## src/rtl/rgb_out_fifo.sv

```systemverilog
// ---------------------------------------------------------------------------
// rgb_out_fifo
//
// Output stage that sits directly after the colour-transform core. The core
// cannot be stalled, so every pixel it strobes out is captured into a
// first-word-fall-through FIFO. The video sink then takes pixels over a
// valid/ready handshake. Each head pixel is tagged with start-of-frame and
// end-of-line flags that come from pixel/line counters. These counters step
// only when the sink actually takes a pixel.
//
// Parameters
//   DEPTH    FIFO entries (power of two, >= 4)
//   LINE_W   pixels per line (>= 2)
//   FRAME_H  lines per frame (>= 1)
//
// Ports
//   clk        system clock, rising edge
//   rst        asynchronous reset, active-high
//   in_valid   pixel strobe from the colour-transform core
//   in_data    RGB pixel {R[23:16], G[15:8], B[7:0]}
//   out_valid  head pixel available
//   out_ready  sink accepts the head pixel this cycle
//   out_data   head pixel
//   out_sof    head pixel is x=0, y=0 of the frame
//   out_eol    head pixel is the last pixel of its line
//   level      current FIFO occupancy, 0..DEPTH
//   ovf        sticky overflow flag, set when a pixel is dropped
//   ovf_clr    single-cycle pulse that clears ovf
// ---------------------------------------------------------------------------
module rgb_out_fifo #(
  parameter int DEPTH   = 16,
  parameter int LINE_W  = 640,
  parameter int FRAME_H = 480
) (
  input  logic                     clk,
  input  logic                     rst,
  input  logic                     in_valid,
  input  logic [23:0]              in_data,
  output logic                     out_valid,
  input  logic                     out_ready,
  output logic [23:0]              out_data,
  output logic                     out_sof,
  output logic                     out_eol,
  output logic [$clog2(DEPTH):0]   level,
  output logic                     ovf,
  input  logic                     ovf_clr
);

  localparam int AW = $clog2(DEPTH);
  localparam int LW = AW + 1;
  localparam int XW = $clog2(LINE_W);
  // A one-line frame still needs a one-bit line counter so the logic stays legal.
  localparam int YW = (FRAME_H > 1) ? $clog2(FRAME_H) : 1;

  localparam logic [LW-1:0] LVL_FULL = LW'(DEPTH);
  localparam logic [LW-1:0] LVL_ONE  = LW'(1);
  localparam logic [AW-1:0] PTR_ONE  = AW'(1);
  localparam logic [XW-1:0] X_LAST   = XW'(LINE_W - 1);
  localparam logic [YW-1:0] Y_LAST   = YW'(FRAME_H - 1);

  // Storage and state
  logic [23:0]   r_mem [DEPTH];
  logic [AW-1:0] r_wrPtr;
  logic [AW-1:0] r_rdPtr;
  logic [LW-1:0] r_level;
  logic [23:0]   r_headData;
  logic          r_ovf;
  logic [XW-1:0] r_xCnt;
  logic [YW-1:0] r_yCnt;

  // Derived control
  logic          w_full;
  logic          w_empty;
  logic          w_pop;
  logic          w_push;
  logic          w_drop;
  logic [AW-1:0] w_rdPtrInc;
  logic [LW-1:0] w_levelNext;
  logic [23:0]   w_headNext;
  logic [XW-1:0] w_xNext;
  logic [YW-1:0] w_yNext;

  // Full and empty come from the occupancy count. This avoids the usual
  // pointer-equality ambiguity.
  // A pop frees the slot that a same-cycle push needs, so a full FIFO can still
  // accept a pixel when the sink is draining it.
  always_comb begin
    w_full     = (r_level == LVL_FULL);
    w_empty    = (r_level == '0);
    w_pop      = !w_empty && out_ready;
    w_push     = in_valid && (!w_full || w_pop);
    w_drop     = in_valid && w_full && !w_pop;
    w_rdPtrInc = r_rdPtr + PTR_ONE;
  end

  // The occupancy moves by one on a lone push or a lone pop. It is unchanged
  // when both happen or neither happens.
  always_comb begin
    w_levelNext = r_level;
    if (w_push && !w_pop)
      w_levelNext = r_level + LVL_ONE;
    else if (w_pop && !w_push)
      w_levelNext = r_level - LVL_ONE;
  end

  // The head register holds the pixel the sink sees next. This keeps out_data
  // a plain flop with no path from in_data. The head takes the incoming pixel
  // only when that pixel becomes the sole entry, so it shows up one edge after
  // the push and never in the same cycle. After a pop with more entries queued,
  // the head takes the slot behind the old head. That slot can never be the
  // one written at this edge.
  always_comb begin
    w_headNext = r_headData;
    if (w_push && (w_empty || (w_pop && r_level == LVL_ONE)))
      w_headNext = in_data;
    else if (w_pop && r_level > LVL_ONE)
      w_headNext = r_mem[w_rdPtrInc];
  end

  // The pixel position is for the pixel currently at the head. It steps past
  // the end of a line into the next line, and past the last line back to the
  // top of the frame.
  always_comb begin
    w_xNext = r_xCnt;
    w_yNext = r_yCnt;
    if (w_pop) begin
      if (r_xCnt == X_LAST) begin
        w_xNext = '0;
        w_yNext = (r_yCnt == Y_LAST) ? '0 : r_yCnt + YW'(1);
      end else begin
        w_xNext = r_xCnt + XW'(1);
      end
    end
  end

  // The pixel array has no reset. Stale entries are never visible because
  // occupancy gates everything the sink sees.
  always_ff @(posedge clk) begin
    if (w_push)
      r_mem[r_wrPtr] <= in_data;
  end

  // Pointers, occupancy and head register.
  // A reset in the middle of a stream throws away everything buffered.
  always_ff @(posedge clk or posedge rst) begin
    if (rst) begin
      r_wrPtr    <= '0;
      r_rdPtr    <= '0;
      r_level    <= '0;
      r_headData <= '0;
    end else begin
      if (w_push)
        r_wrPtr <= r_wrPtr + PTR_ONE;
      if (w_pop)
        r_rdPtr <= w_rdPtrInc;
      r_level    <= w_levelNext;
      r_headData <= w_headNext;
    end
  end

  // Sticky overflow.
  // If a new drop lands in the same cycle as a clear, the drop wins, so no
  // loss goes unreported.
  always_ff @(posedge clk or posedge rst) begin
    if (rst)
      r_ovf <= 1'b0;
    else if (w_drop)
      r_ovf <= 1'b1;
    else if (ovf_clr)
      r_ovf <= 1'b0;
  end

  // Frame position counters.
  // They step only when a pixel is actually handed to the sink. Dropped pixels
  // leave them unchanged.
  always_ff @(posedge clk or posedge rst) begin
    if (rst) begin
      r_xCnt <= '0;
      r_yCnt <= '0;
    end else begin
      r_xCnt <= w_xNext;
      r_yCnt <= w_yNext;
    end
  end

  // Every output is decoded from registers only, so in_valid and in_data never
  // reach the sink combinationally.
  // The tags stay on the same pixel for as long as the sink stalls.
  always_comb begin
    out_valid = !w_empty;
    out_data  = r_headData;
    out_sof   = !w_empty && (r_xCnt == '0) && (r_yCnt == '0);
    out_eol   = !w_empty && (r_xCnt == X_LAST);
    level     = r_level;
    ovf       = r_ovf;
  end

endmodule

```

## config.mk

```make
export PLATFORM = sky130hd
export DESIGN_NAME = rgb_out_fifo
export DESIGN_NICKNAME = d
export VERILOG_FILES = /design/src/rtl/rgb_out_fifo.sv
export SDC_FILE = /design/constraint.sdc
export NUM_CORES = 1
export LEC_CHECK = 0
export BUFFER_PORTS_ARGS = -buffer_cell sky130_fd_sc_hd__buf_2
export CORE_UTILIZATION = 38
export CTS_CLUSTER_SIZE = 24
export DETAILED_ROUTE_END_ITERATION = 6
export SLEW_MARGIN = 20
export SYNTH_ARGS = -nofsm -noshare
export SYNTH_HDL_FRONTEND = slang
export SYNTH_SLANG_ARGS = --single-unit
```

## constraint.sdc

```tcl
create_clock -name clk -period 3.8 [get_ports clk]
set_input_delay 0.76 -clock clk [delete_from_list [all_inputs] [get_ports clk]]
set_output_delay 0.76 -clock clk [all_outputs]
set_load 0.05 [all_outputs]
```

== Word-level counts from Yosys, hierarchy flattened ==
Memory sizes are Yosys's and may differ from the RTL's.
Cells that the tools add are included.
Widths: inputs -> output; s select.

* Logic and storage cells: 54
* Register bits: 57
* Memories: 1
* Bits of input ports: 29
* Output and inout bits: 33
* Bits in writable memories: 384

{| class="wikitable"
|+ Memories
! memory !! words !! bits a word !! read ports !! clocked after memory_dff !! write ports !! RTL line !! text
|-
| r_mem || 16 || 24 || 1 || 0 || 1 || 62 || <nowiki>logic [23:0] r_mem [DEPTH];</nowiki>
|}

* Reduce and logical (&&, ||, !) cells: 25
* Add/subtract/negate cells: 6
* Muxes and demuxes: 10
* Order comparisons: 1
* Equality and inequality tests: 4

{| class="wikitable"
|+ Operator list
! operator !! number
|-
| $mux 24 || 2
|-
| $logic_and 1x1->1 || 12
|-
| $add 10x1->10 const B || 1
|-
| $eq 10x10->1 const B || 1
|-
| $logic_not 10->1 || 1
|-
| $mux 10 || 1
|-
| $mux 5 || 2
|-
| $add 9x1->9 const B || 1
|-
| $eq 9x9->1 const B || 1
|-
| $logic_not 9->1 || 1
|-
| $mux 9 || 1
|-
| $add 4x1->4 const B || 2
|-
| $reduce_bool 2->1 || 3
|-
| $add 5x1->5 const B || 1
|-
| $eq 5x1->1 const B || 1
|-
| $eq 5x5->1 const B || 1
|-
| $gt 5x1->1 const B || 1
|-
| $logic_not 5->1 || 1
|-
| $sub 5x1->5 const B || 1
|-
| $logic_not 1->1 || 4
|-
| $mux 1 || 4
|-
| $logic_or 1x1->1 || 2
|-
| $reduce_and 2->1 || 1
|}

== Logic depth before layout (Yosys ltp) ==
Gate-level depths: netlist of run 1.

* Word-level depth: 9
* Gate-level depth with buffers: 10
* Depth with buffers taken out: 9

== Least setup slack after synthesis of run 1 ==
No wires, ideal clock.

* Kind: register to register
* Start point: register r_level[0], in the netlist level[0]
* End point: memory r_mem[3][0] (enable)
* Required time: 3365 ps
* Slack: -133 ps
* Arrival time: 3498 ps
* Buffers on the path: 1
* Setup time: 435 ps
* Period minus slack after synthesis: 3933 ps
* Stages on the path, launching flop included: 8
* Path through: dfrtp_1 inv_1 ha_1 nand4_1 and2_1 clkbuf_1 nand2_1 nor3_1

* Word-level cells in the longest chain between the ends: 7
* Elaborated cells between the ends (all ways): 9
* Those cells by class: eq/ne (1); mux (2); reduce/logical (6)

{| class="wikitable"
|+ RTL lines
! what !! RTL line !! text
|-
| start, declared || 65 || <nowiki>logic [LW-1:0] r_level;</nowiki>
|-
| start signal, assigned || 156 || <nowiki>r_level <= w_levelNext;</nowiki>
|-
| $logic_not 5->1 || 89 || <nowiki>w_empty = (r_level == '0);</nowiki>
|-
| $logic_not 1->1 || 90 || <nowiki>w_pop = !w_empty && out_ready;</nowiki>
|-
| $logic_and 1x1->1 || 90 ||
|-
| $logic_or 1x1->1 (*) || 91 || <nowiki>w_push = in_valid && (!w_full || w_pop);</nowiki>
|-
| $logic_and 1x1->1 (*) || 91 ||
|-
| via w_push || 75 || <nowiki>logic w_push;</nowiki>
|-
| $mux 1 (*) || 139 || <nowiki>if (w_push)</nowiki>
|-
| $mux 1 (not written as such) (*) || 140 || <nowiki>r_mem[r_wrPtr] <= in_data;</nowiki>
|-
| end, declared || 62 ||
|}

Mark *: on every way through the listed nets, which the timed path passes. The rest lies on a longest branch.

== Worst setup path after layout of run 1 ==
* Start point: register r_level[0], in the netlist level[0]
* End point: output port out_sof

* Word-level cells in the longest chain between the ends: 4

{| class="wikitable"
|+ RTL lines
! what !! RTL line !! text
|-
| $logic_not 5->1 || 89 ||
|-
| $logic_not 1->1 || 192 || <nowiki>out_sof = !w_empty && (r_xCnt == '0) && (r_yCnt == '0);</nowiki>
|-
| $logic_and 1x1->1 (2 in a row) || 192 ||
|-
| end, declared || 42 || <nowiki>output logic out_sof,</nowiki>
|}

No other way between the ends.

==> reports/results.txt, run 1 <==
outcome: completed
Max-Slew Margin vs Limit: 0.244
Crit. End Element: primary output
Antenna diodes: 0
Slew Limit Fails: 0
main combinational cell family by area after synthesis: multiplexers
max-capacitance violation count: 0
clock skew: 0.0218 ns
Synth Area in Compound Gates: 0.0424
Cell Area, Synth: 17400 um^2
Syn Inst Count: 889
Pleak: 0.00663 uW
critical path's slowest cell: or4b_1
async set or reset register ratio after synthesis: 0.129
post-route ant nets: 0
row count: 78
GRT overflow: 0
worst skew pair latency: 0.58 ns
Post-Synth Simple-Gate Area: 0.0472
FF-to-FF path depth: 7
Final Hold Fails: 0
post-route design area: 20100 um^2
total die area: 46700 um^2
vias in the first global route: 9240
core footprint: 45300 um^2
worst slack, placed: 0.844 ns
htree depth: 2
YS warnings: 0
Reg2Reg Capture Point: r_mem[11][16]$_DFFE_PP_
unrepaired setup endpoints after global routing: false
post-synthesis adder-cell area fraction: 0.0101
most frequent cell after synthesis: edfxtp_1
Die Wd: 216 um
crit path kind: reg -> out
Hold WC Path Type: in -> async
WL final: 40.7 mm
largest net degree at the start of global routing: 97
global-route wire length before repair: 61.3 mm
WL per Instance: 25.2 um
multi-input combinational cell area: 4280 um^2
maximum clock frequency: 0.324 GHz
CP Launch Type: flop
CP max stage delay: 0.52 ns
Clock transition at path regs: 0.06 ns
prevailing post-synth register cell: edfxtp_1
Final #Nets: 1023
Slew @ Worst Pin: 1.13 ns
Sum Neg Setup Slack: 0 ns
total track usage: 0.179
die height: 216 um
Netlist cell types: 53
Post-DP Area: 18700 um^2
effective utilization at floorplan: 0.384
ratio of cells with drive above 1 in the final layout: 0.276
sequential share of the synthesized area: 0.745
routability cong.: 0.773
CTS tree: built
hold_buf cts: 0
CTS Buf Count: 45
post-CTS sizing: 0
Post-route DRC: 0
most frequent cells after synthesis: edfxtp_1, mux4_2, dfrtp_1
top post-synthesis cells by area: edfxtp_1, mux4_2, dfrtp_1
Synth Area per Inst: 19.6 um^2
Worst R2R Start: level[0]$_DFFE_PP0P_
CTS sink count: 441
mux share of post-synthesis cell area: 0.126
Data arrival, critical path: 2.32 ns
Post-CTS Setup Bufs: 0
R2R Setup Slk: 0.92 ns
Req. time, crit path: 3.04 ns
syn_nets: 932
PortBufs: 61
1st-pass router iterations: 5
Reg area: 13000 um^2
initial antenna violation count: 0
IO Pins: 62
critical path cell sequence: inv_1 -> ha_1 -> or4b_1 -> nand3_1 -> nor2_1 -> buf_2
Yosys reg bits: 441
post-synth top area cell: edfxtp_1
Filler cells: 3929
VDD IR max: 0.542 mV
period utilisation layout: 0.811
Power Total: 16400 uW
root buffer cell: clkbuf_16
routed vias: 9010
area delta synth->final: 15.7%
xor/xnor share of the synthesized area: 0.0106
Post-synth EDFFs: 384
detailed placement HPWL: 24.3 mm
Yosys top cell area share: 0.663
vias per cell: 5.58
fin crit period: 3.08 ns
final setup violation count: 0
worst-path maximum fanout: 7
pwr/cell area: 816 nW/um^2
PnR worst setup slack: 0.717 ns
CTS max path bufs: 3
Initial DRC Count: 887
-- cells in the final DEF (no fill, tap or decap), types with 14 or more instances in the layout --
| cell | netlist | final |
|---|---|---|
| clkbuf_16 | 0 | 45 |
| a221oi_1 | 22 | 22 |
| nor2b_1 | 22 | 22 |
| dfrtp_1 | 57 | 56 |
| o22ai_1 | 26 | 26 |
| clkbuf_1 | 21 | 15 |
| mux4_2 | 96 | 96 |
| a31oi_1 | 27 | 27 |
| buf_4 | 7 | 21 |
| nand2b_1 | 25 | 25 |
| inv_1 | 17 | 16 |
| edfxtp_1 | 384 | 384 |
| xnor2_1 | 14 | 14 |
| nand2_1 | 23 | 23 |
| buf_2 | 9 | 61 |
-- state kept, by name, indices dropped and copies added (netlist names) --
signal and flops:
r_yCnt 9, r_rdPtr 4, r_mem 384, r_xCnt 10
level 5, ovf 1, r_wrPtr 4, out_data 24
-- per-layer routing --
layer	global-route usage	up-vias	wire (um)
li1	-	3815	-
met1	0.261	4809	18200
met2	0.276	332	19200
met3	0.0326	54	2540
met4	0.0477	0	784
met5	0	-	0
-- logic make-up after synthesis --
kind of cell / Yosys count
buf+inv: 65
xor+xnor: 21
simple gates: 144
fa+ha+maj: 14
compound gates: 105
flops: 441
mux: 99
-- final cells by class --
type	count	share of cell area
Clock inverter	18	0.00982
Clock buffer	64	0.0614
Inverter	18	0.00335
Tap cell	600	0.0373
Sequential cell	441	0.644
Multi-Input combinational cell	383	0.213
Timing Repair Buffer	91	0.0319
-- metrics by stage --
step                utilization  hold slack, ns  std cells
floorplan                     -           0.467        889
global placement          0.413           0.487       1533
detailed placement        0.413           0.492       1533
CTS                       0.445           0.304       1615
global route              0.445           0.335       1615
finish                    0.445           0.303       1615
-- worst max path at each step --
stage	startpoint	endpoint	slack, ns
global route	level[0]$_DFFE_PP0P_	out_sof	0.61
global placement	out_ready	r_mem[11][21]$_DFFE_PP_	0.90
CTS	level[0]$_DFFE_PP0P_	out_sof	0.69
floorplan	level[0]$_DFFE_PP0P_	r_mem[15][0]$_DFFE_PP_	0.51
finish	level[0]$_DFFE_PP0P_	out_sof	0.72
detailed placement	out_ready	r_mem[4][2]$_DFFE_PP_	0.84
-- worst max-delay path: cells and delay by family (launching register included) --
family / cells / cell delay, ns
buf+inv: 2 / 0.31
simple gates: 3 / 0.68
fa+ha+maj: 1 / 0.29
flops: 1 / 0.47
-- where the power goes --
part           leakage, uW  switching (uW)  internal [uW]  total (uW)
clock network     0.000699            1830           2480        4320
registers          0.00416             437           5940        6380
logic              0.00178            3380           2370        5750
total              0.00663            5650          10800       16400
(Power assumes the default switching activity.)
==> inputs of run 2 (changes only) <==
--- a/config.mk
+++ b/config.mk
@@ -5,6 +5,7 @@
 export SDC_FILE = /design/constraint.sdc
 export NUM_CORES = 1
 export LEC_CHECK = 0
+export ABC_AREA = 1
 export BUFFER_PORTS_ARGS = -buffer_cell sky130_fd_sc_hd__buf_2
 export CORE_UTILIZATION = 38
 export CTS_CLUSTER_SIZE = 24
==> constraint.sdc (replaced) <==
create_clock -name clk -period 3.05 [get_ports clk]
set_input_delay 0.61 -clock clk [delete_from_list [all_inputs] [get_ports clk]]
set_output_delay 0.61 -clock clk [all_outputs]
set_load 0.05 [all_outputs]
==> reports/results.txt, run 2 <==
Filler cells: 4598 (+17%)
die height: 228 um (+5.7%)
clock skew: 0.0180 ns (-0.00386 ns)
ratio of cells with drive above 1 in the final layout: 0.102 (-0.174)
vias per cell: 4.93 (-12%)
Final #Nets: 2030 (+98%)
Req. time, crit path: 2.44 ns (-0.60 ns)
initial antenna violation count: 0 (unchanged)
hold_buf cts: 0 (unchanged)
most common cell after layout, fill and taps aside: nand2_1
htree depth: 2 (unchanged)
CTS sink count: 441 (unchanged)
YS warnings: 0 (unchanged)
Reg area: 13000 um^2 (unchanged)
routability cong.: 0.814 (+5.2%)
detailed placement HPWL: 28.1 mm (+15%)
worst-path maximum fanout: 7 (unchanged)
largest net degree at the start of global routing: 148 (+53%)
CTS max path bufs: 3 (unchanged)
IO Pins: 62 (unchanged)
Power Total: 23400 uW (+42%)
Antenna diodes: 0 (unchanged)
async set or reset register ratio after synthesis: 0.129 (unchanged)
multi-input combinational cell area: 5280 um^2 (+23%)
Biggest register: r_mem
vias in the first global route: 12600 (+37%)
core footprint: 50400 um^2 (+11%)
most frequent cell after synthesis: nand2_1
crit path kind: reg -> out
CTS tree: built
pwr/cell area: 1050 nW/um^2 (+29%)
post-route ant nets: 0 (unchanged)
Clock transition at path regs: 0.06 ns (about the same)
Syn Inst Count: 1930 (+120%)
Final Hold Fails: 0 (unchanged)
max-capacitance violation count: 0 (unchanged)
CTS Buf Count: 46 (+2.2%)
Netlist cell types: 30 (-43%)
CP Launch Type: flop
prevailing post-synth register cell: edfxtp_1
area delta synth->final: 14.5%
WL final: 48.8 mm (+20%)
worst skew pair latency: 0.58 ns (about the same)
Hold WC Path Type: in -> async
post-synth top area cell: edfxtp_1
unrepaired setup endpoints after global routing: false
Cell Area, Synth: 19500 um^2 (+12%)
most frequent cells in the layout: nand2_1, edfxtp_1, nand3_1, inv_1, buf_2
1st-pass router iterations: 5 (unchanged)
Die Wd: 228 um (+5.7%)
total die area: 52100 um^2 (+12%)
Slew Limit Fails: 0 (unchanged)
Post-route DRC: 0 (unchanged)
final setup violation count: 0 (unchanged)
Slew @ Worst Pin: 0.803 ns (-0.331 ns)
routed vias: 13300 (+47%)
post-CTS sizing: 0 (unchanged)
Post-synth EDFFs: 384 (unchanged)
VDD IR max: 0.801 mV (+48%)
effective utilization at floorplan: 0.386 (+0.00208)
Data arrival, critical path: 2.27 ns (-0.05 ns)
Yosys top cell area share: 0.592 (-0.0702)
PortBufs: 61 (unchanged)
period utilisation layout: 0.943
sequential share of the synthesized area: 0.666 (-0.0789)
most frequent cells after synthesis: nand2_1, edfxtp_1, nand3_1
row count: 82 (+5.1%)
Final Util: 0.443 (-0.00224)
Initial DRC Count: 986 (+11%)
Crit. End Element: primary output
max reg flops: 384 (unchanged)
Post-CTS Setup Bufs: 0 (unchanged)
top post-synthesis cells by area: edfxtp_1, nand2_1, nand3_1
fin crit period: 2.88 ns
total track usage: 0.189 (+0.00989)
Synth Area per Inst: 10.1 um^2 (-48%)
outcome: completed
Max-Slew Margin vs Limit: 0.464 (+0.220)
Yosys reg bits: 441 (unchanged)
syn_nets: 1973 (+110%)
root buffer cell: clkbuf_16
maximum clock frequency: 0.348 GHz
WL per Instance: 18.1 um (-28%)
global-route wire length before repair: 75.3 mm (+23%)
Pleak: 0.00956 uW (+44%)
GRT overflow: 0 (unchanged)
## run 2: cell count changes after synthesis, moves of 22 or more
cell / previous run / this run
nand2_1: 23 / 707
nand3_1: 6 / 285
inv_1: 17 / 251
mux4_2: 96 / 0
buf_2: 9 / 50
a31oi_1: 27 / 0
o22ai_1: 26 / 0
nand2b_1: 25 / 0
nand3b_1: 2 / 26
a221oi_1: 22 / 0
nor2b_1: 22 / 0
## run 2: routing by layer
metal  share of wire  vias to the layer above  track usage
met2            0.49                      415        0.315
met4           0.029                        0       0.0705
met3           0.055                       86       0.0235
met1            0.43                     6392        0.252
li1                -                     6387            -
met5               0                        -            0
## run 2: final cells by class
class | count | share of cell area
well taps | 672 | 0.0377
repair buffers | 100 | 0.0330
inverters | 256 | 0.0434
flip-flops and latches | 441 | 0.581
multi-input cells | 1142 | 0.237
clock buffers | 58 | 0.0551
clock inverters | 26 | 0.0127
## run 2: where the power goes
part	internal (uW)	total, uW	leakage, uW	switching [uW]
sequential	7430	7850	0.00415	422
clock	3360	5670	0.000744	2310
combinational	2780	9880	0.00466	7100
## run 2: cells by family after synthesis
logic type               Yosys count  synth area share
AO/OA/AOI/OAI                     26           0.00726
XOR/XNOR                          19           0.00893
adder cells (fa/ha/maj)           14           0.00900
buffers and inverters            347            0.0723
flip-flops                       441             0.666
AND/OR/NAND/NOR                 1083             0.237
## run 2: final timing paths
| check | start | to | slack, ns | cells past startpoint |
|---|---|---|---|---|
| worst min register to register | out_data[16]$_DFFE_PP0P_ | out_data[16]$_DFFE_PP0P_ | 0.48 | 2 |
| min in group clk | ovf_clr | ovf$_DFFE_PP0P_ | 0.23 | 2 |
| worst max register to register | level[0]$_DFFE_PP0P_ | r_mem[10][9]$_DFFE_PP_ | 0.55 | 8 |
| worst max-delay path | level[0]$_DFFE_PP0P_ | out_sof | 0.17 | 6 |
| worst min-delay path | rst | out_data[20]$_DFFE_PP0P_ | 0.18 | 2 |
| max in group asynchronous | rst | out_data[7]$_DFFE_PP0P_ | 2.23 | 3 |
## run 2: through the flow
stage	setup slack (ns)	cell area, um^2	instances	hold WS (ns)	setup TNS, ns
2_1_floorplan	-0.0469	19500	1930	0.468	-13.49
3_3_place_gp	0.624	20800	2611	0.465	0
3_5_place_dp	0.543	20800	2611	0.463	0
4_1_cts	0.117	22300	2695	0.181	0
5_1_grt	0.0429	22300	2695	0.231	0
6_report	0.175	22300	2695	0.181	0
## run 2: critical path, cell delays in order, from the launching register on
cell and delay [ns]:
dfrtp_1 0.47, inv_1 0.12, ha_1 0.25, nand3_2 0.15
nand4_1 0.11, nor4_2 0.27, buf_2 0.34
==> inputs of run 3 (changes only) <==
--- a/config.mk
+++ b/config.mk
@@ -10,6 +10,7 @@
 export CORE_UTILIZATION = 38
 export CTS_CLUSTER_SIZE = 24
 export DETAILED_ROUTE_END_ITERATION = 6
+export RECOVER_POWER = 25
 export SLEW_MARGIN = 20
 export SYNTH_ARGS = -nofsm -noshare
 export SYNTH_HDL_FRONTEND = slang
==> reports/results.txt, run 3 (synthesis results as in run 2) <==
outcome: completed
Slew Limit Fails: 0 (unchanged)
routability cong.: 0.814 (unchanged)
most common cell after layout, fill and taps aside: nand2_1
fin crit period: 2.87 ns (-0.000690 ns)
vias per cell: 4.92 (-0.17%)
CTS sink count: 441 (unchanged)
Biggest register: r_mem
CTS Buf Count: 46 (unchanged)
R2R Setup Slk: 0.55 ns (about the same)
Final #Nets: 2030 (unchanged)
most frequent cells in the layout: nand2_1, edfxtp_1, nand3_1, inv_1, dfrtp_1
max-capacitance violation count: 0 (unchanged)
area delta synth->final: 14.4% (about the same)
largest net degree at the start of global routing: 148 (unchanged)
total die area: 52100 um^2 (unchanged)
Reg2Reg Capture Point: r_mem[10][10]$_DFFE_PP_
placed cell count: 2611 (unchanged)
Antenna diodes: 0 (unchanged)
Final Hold Fails: 0 (unchanged)
Crit. End Element: primary output
WL per Instance: 18.1 um (about the same)
effective utilization at floorplan: 0.386 (unchanged)
post-route ant nets: 0 (unchanged)
Initial DRC Count: 1022 (+3.7%)
crit path kind: reg -> out
Post-route DRC: 0 (unchanged)
Hold WC Path Type: in -> async
max reg flops: 384 (unchanged)
die height: 228 um (unchanged)
Filler cells: 4610 (+0.26%)
global-route wire length before repair: 75.3 mm (unchanged)
IO Pins: 62 (unchanged)
CTS max path bufs: 3 (unchanged)
PnR worst setup slack: 0.175 ns (+0.000690 ns)
WL final: 48.8 mm (about the same)
period utilisation layout: 0.943 (about the same)
Req. time, crit path: 2.44 ns (about the same)
CTS tree: built
ratio of cells with drive above 1 in the final layout: 0.0949 (-0.00741)
detailed placement HPWL: 28.1 mm (unchanged)
worst skew pair latency: 0.58 ns (about the same)
post-route design area: 22300 um^2 (about the same)
pwr/cell area: 1050 nW/um^2 (about the same)
maximum clock frequency: 0.348 GHz (about the same)
total track usage: 0.189 (unchanged)
GRT overflow: 0 (unchanged)
Pleak: 0.00952 uW (-0.43%)
Post-DP Area: 20800 um^2 (unchanged)
clock skew: 0.0200 ns (+0.00203 ns)
VDD IR max: 0.801 mV (about the same)
Post-Layout Cell Count: 2695 (unchanged)
htree depth: 2 (unchanged)
unrepaired setup endpoints after global routing: false
Post-CTS Setup Bufs: 0 (unchanged)
FF-to-FF path depth: 8 (unchanged)
1st-pass router iterations: 5 (unchanged)
Worst R2R Start: level[0]$_DFFE_PP0P_
PortBufs: 61 (unchanged)
core footprint: 50400 um^2 (unchanged)
CP Launch Type: flop
hold_buf cts: 0 (unchanged)
worst-path maximum fanout: 7 (unchanged)
Max-Slew Margin vs Limit: 0.397 (-0.0671)
post-CTS sizing: 0 (unchanged)
Clock transition at path regs: 0.06 ns (about the same)
row count: 82 (unchanged)
final setup violation count: 0 (unchanged)
Sum Neg Setup Slack: 0 ns (unchanged)
routed vias: 13300 (-0.17%)
worst slack, placed: 0.543 ns (unchanged)
Final Util: 0.442 (about the same)
Data arrival, critical path: 2.26 ns (about the same)
Slew @ Worst Pin: 0.904 ns (+0.101 ns)
initial antenna violation count: 0 (unchanged)
root buffer cell: clkbuf_16
vias in the first global route: 12600 (unchanged)
Die Wd: 228 um (unchanged)
## run 3: where the power goes
part           internal (uW)  leakage [uW]  switching [uW]
registers               7430       0.00415             422
logic                   2770       0.00462            7090
clock network           3360      0.000744            2310
total                  13600       0.00952            9820
## run 3: critical path, stage by stage, from the launching register on
cell     delay, ns
dfrtp_1       0.47
inv_1         0.12
ha_1          0.25
nand3_2       0.15
nand4_1       0.11
nor4_2        0.27
buf_2         0.34
## run 3: worst max path at each step
stage                          from                     end  slack (ns)  cells after the start
3_3_place_gp              out_ready  r_mem[10][4]$_DFFE_PP_        0.62                      8
3_5_place_dp   level[0]$_DFFE_PP0P_  r_mem[10][4]$_DFFE_PP_        0.54                      8
5_1_grt        level[0]$_DFFE_PP0P_                 out_sof        0.04                      6
6_report       level[0]$_DFFE_PP0P_                 out_sof        0.18                      6
2_1_floorplan  level[0]$_DFFE_PP0P_   r_mem[0][0]$_DFFE_PP_       -0.05                      8
4_1_cts        level[0]$_DFFE_PP0P_                 out_sof        0.12                      6
## run 3: cell type report
cell class,count,area (um^2),area share
clock buffer,58,1230,0.0551
clock inverter,26,283,0.0127
inverter,256,967,0.0434
multi-input combinational,1142,5280,0.237
sequential,441,13000,0.582
tap,672,841,0.0377
timing repair buffer,100,717,0.0322
## run 3: metrics by stage
| step | power, uW | hold slack (ns) |
|---|---|---|
| 2_1_floorplan | 14500 | 0.468 |
| 3_3_place_gp | 17700 | 0.465 |
| 3_5_place_dp | 17800 | 0.463 |
| 4_1_cts | 23500 | 0.181 |
| 5_1_grt | 24800 | 0.231 |
| 6_report | 23400 | 0.181 |
## run 3: per-layer routing
layer	vias to the layer above	wire length, um	GRT usage
met2	406	23700	0.315
met3	83	2500	0.0235
li1	6389	-	-
met1	6380	21200	0.252
met4	0	1390	0.0705
met5	-	0	0
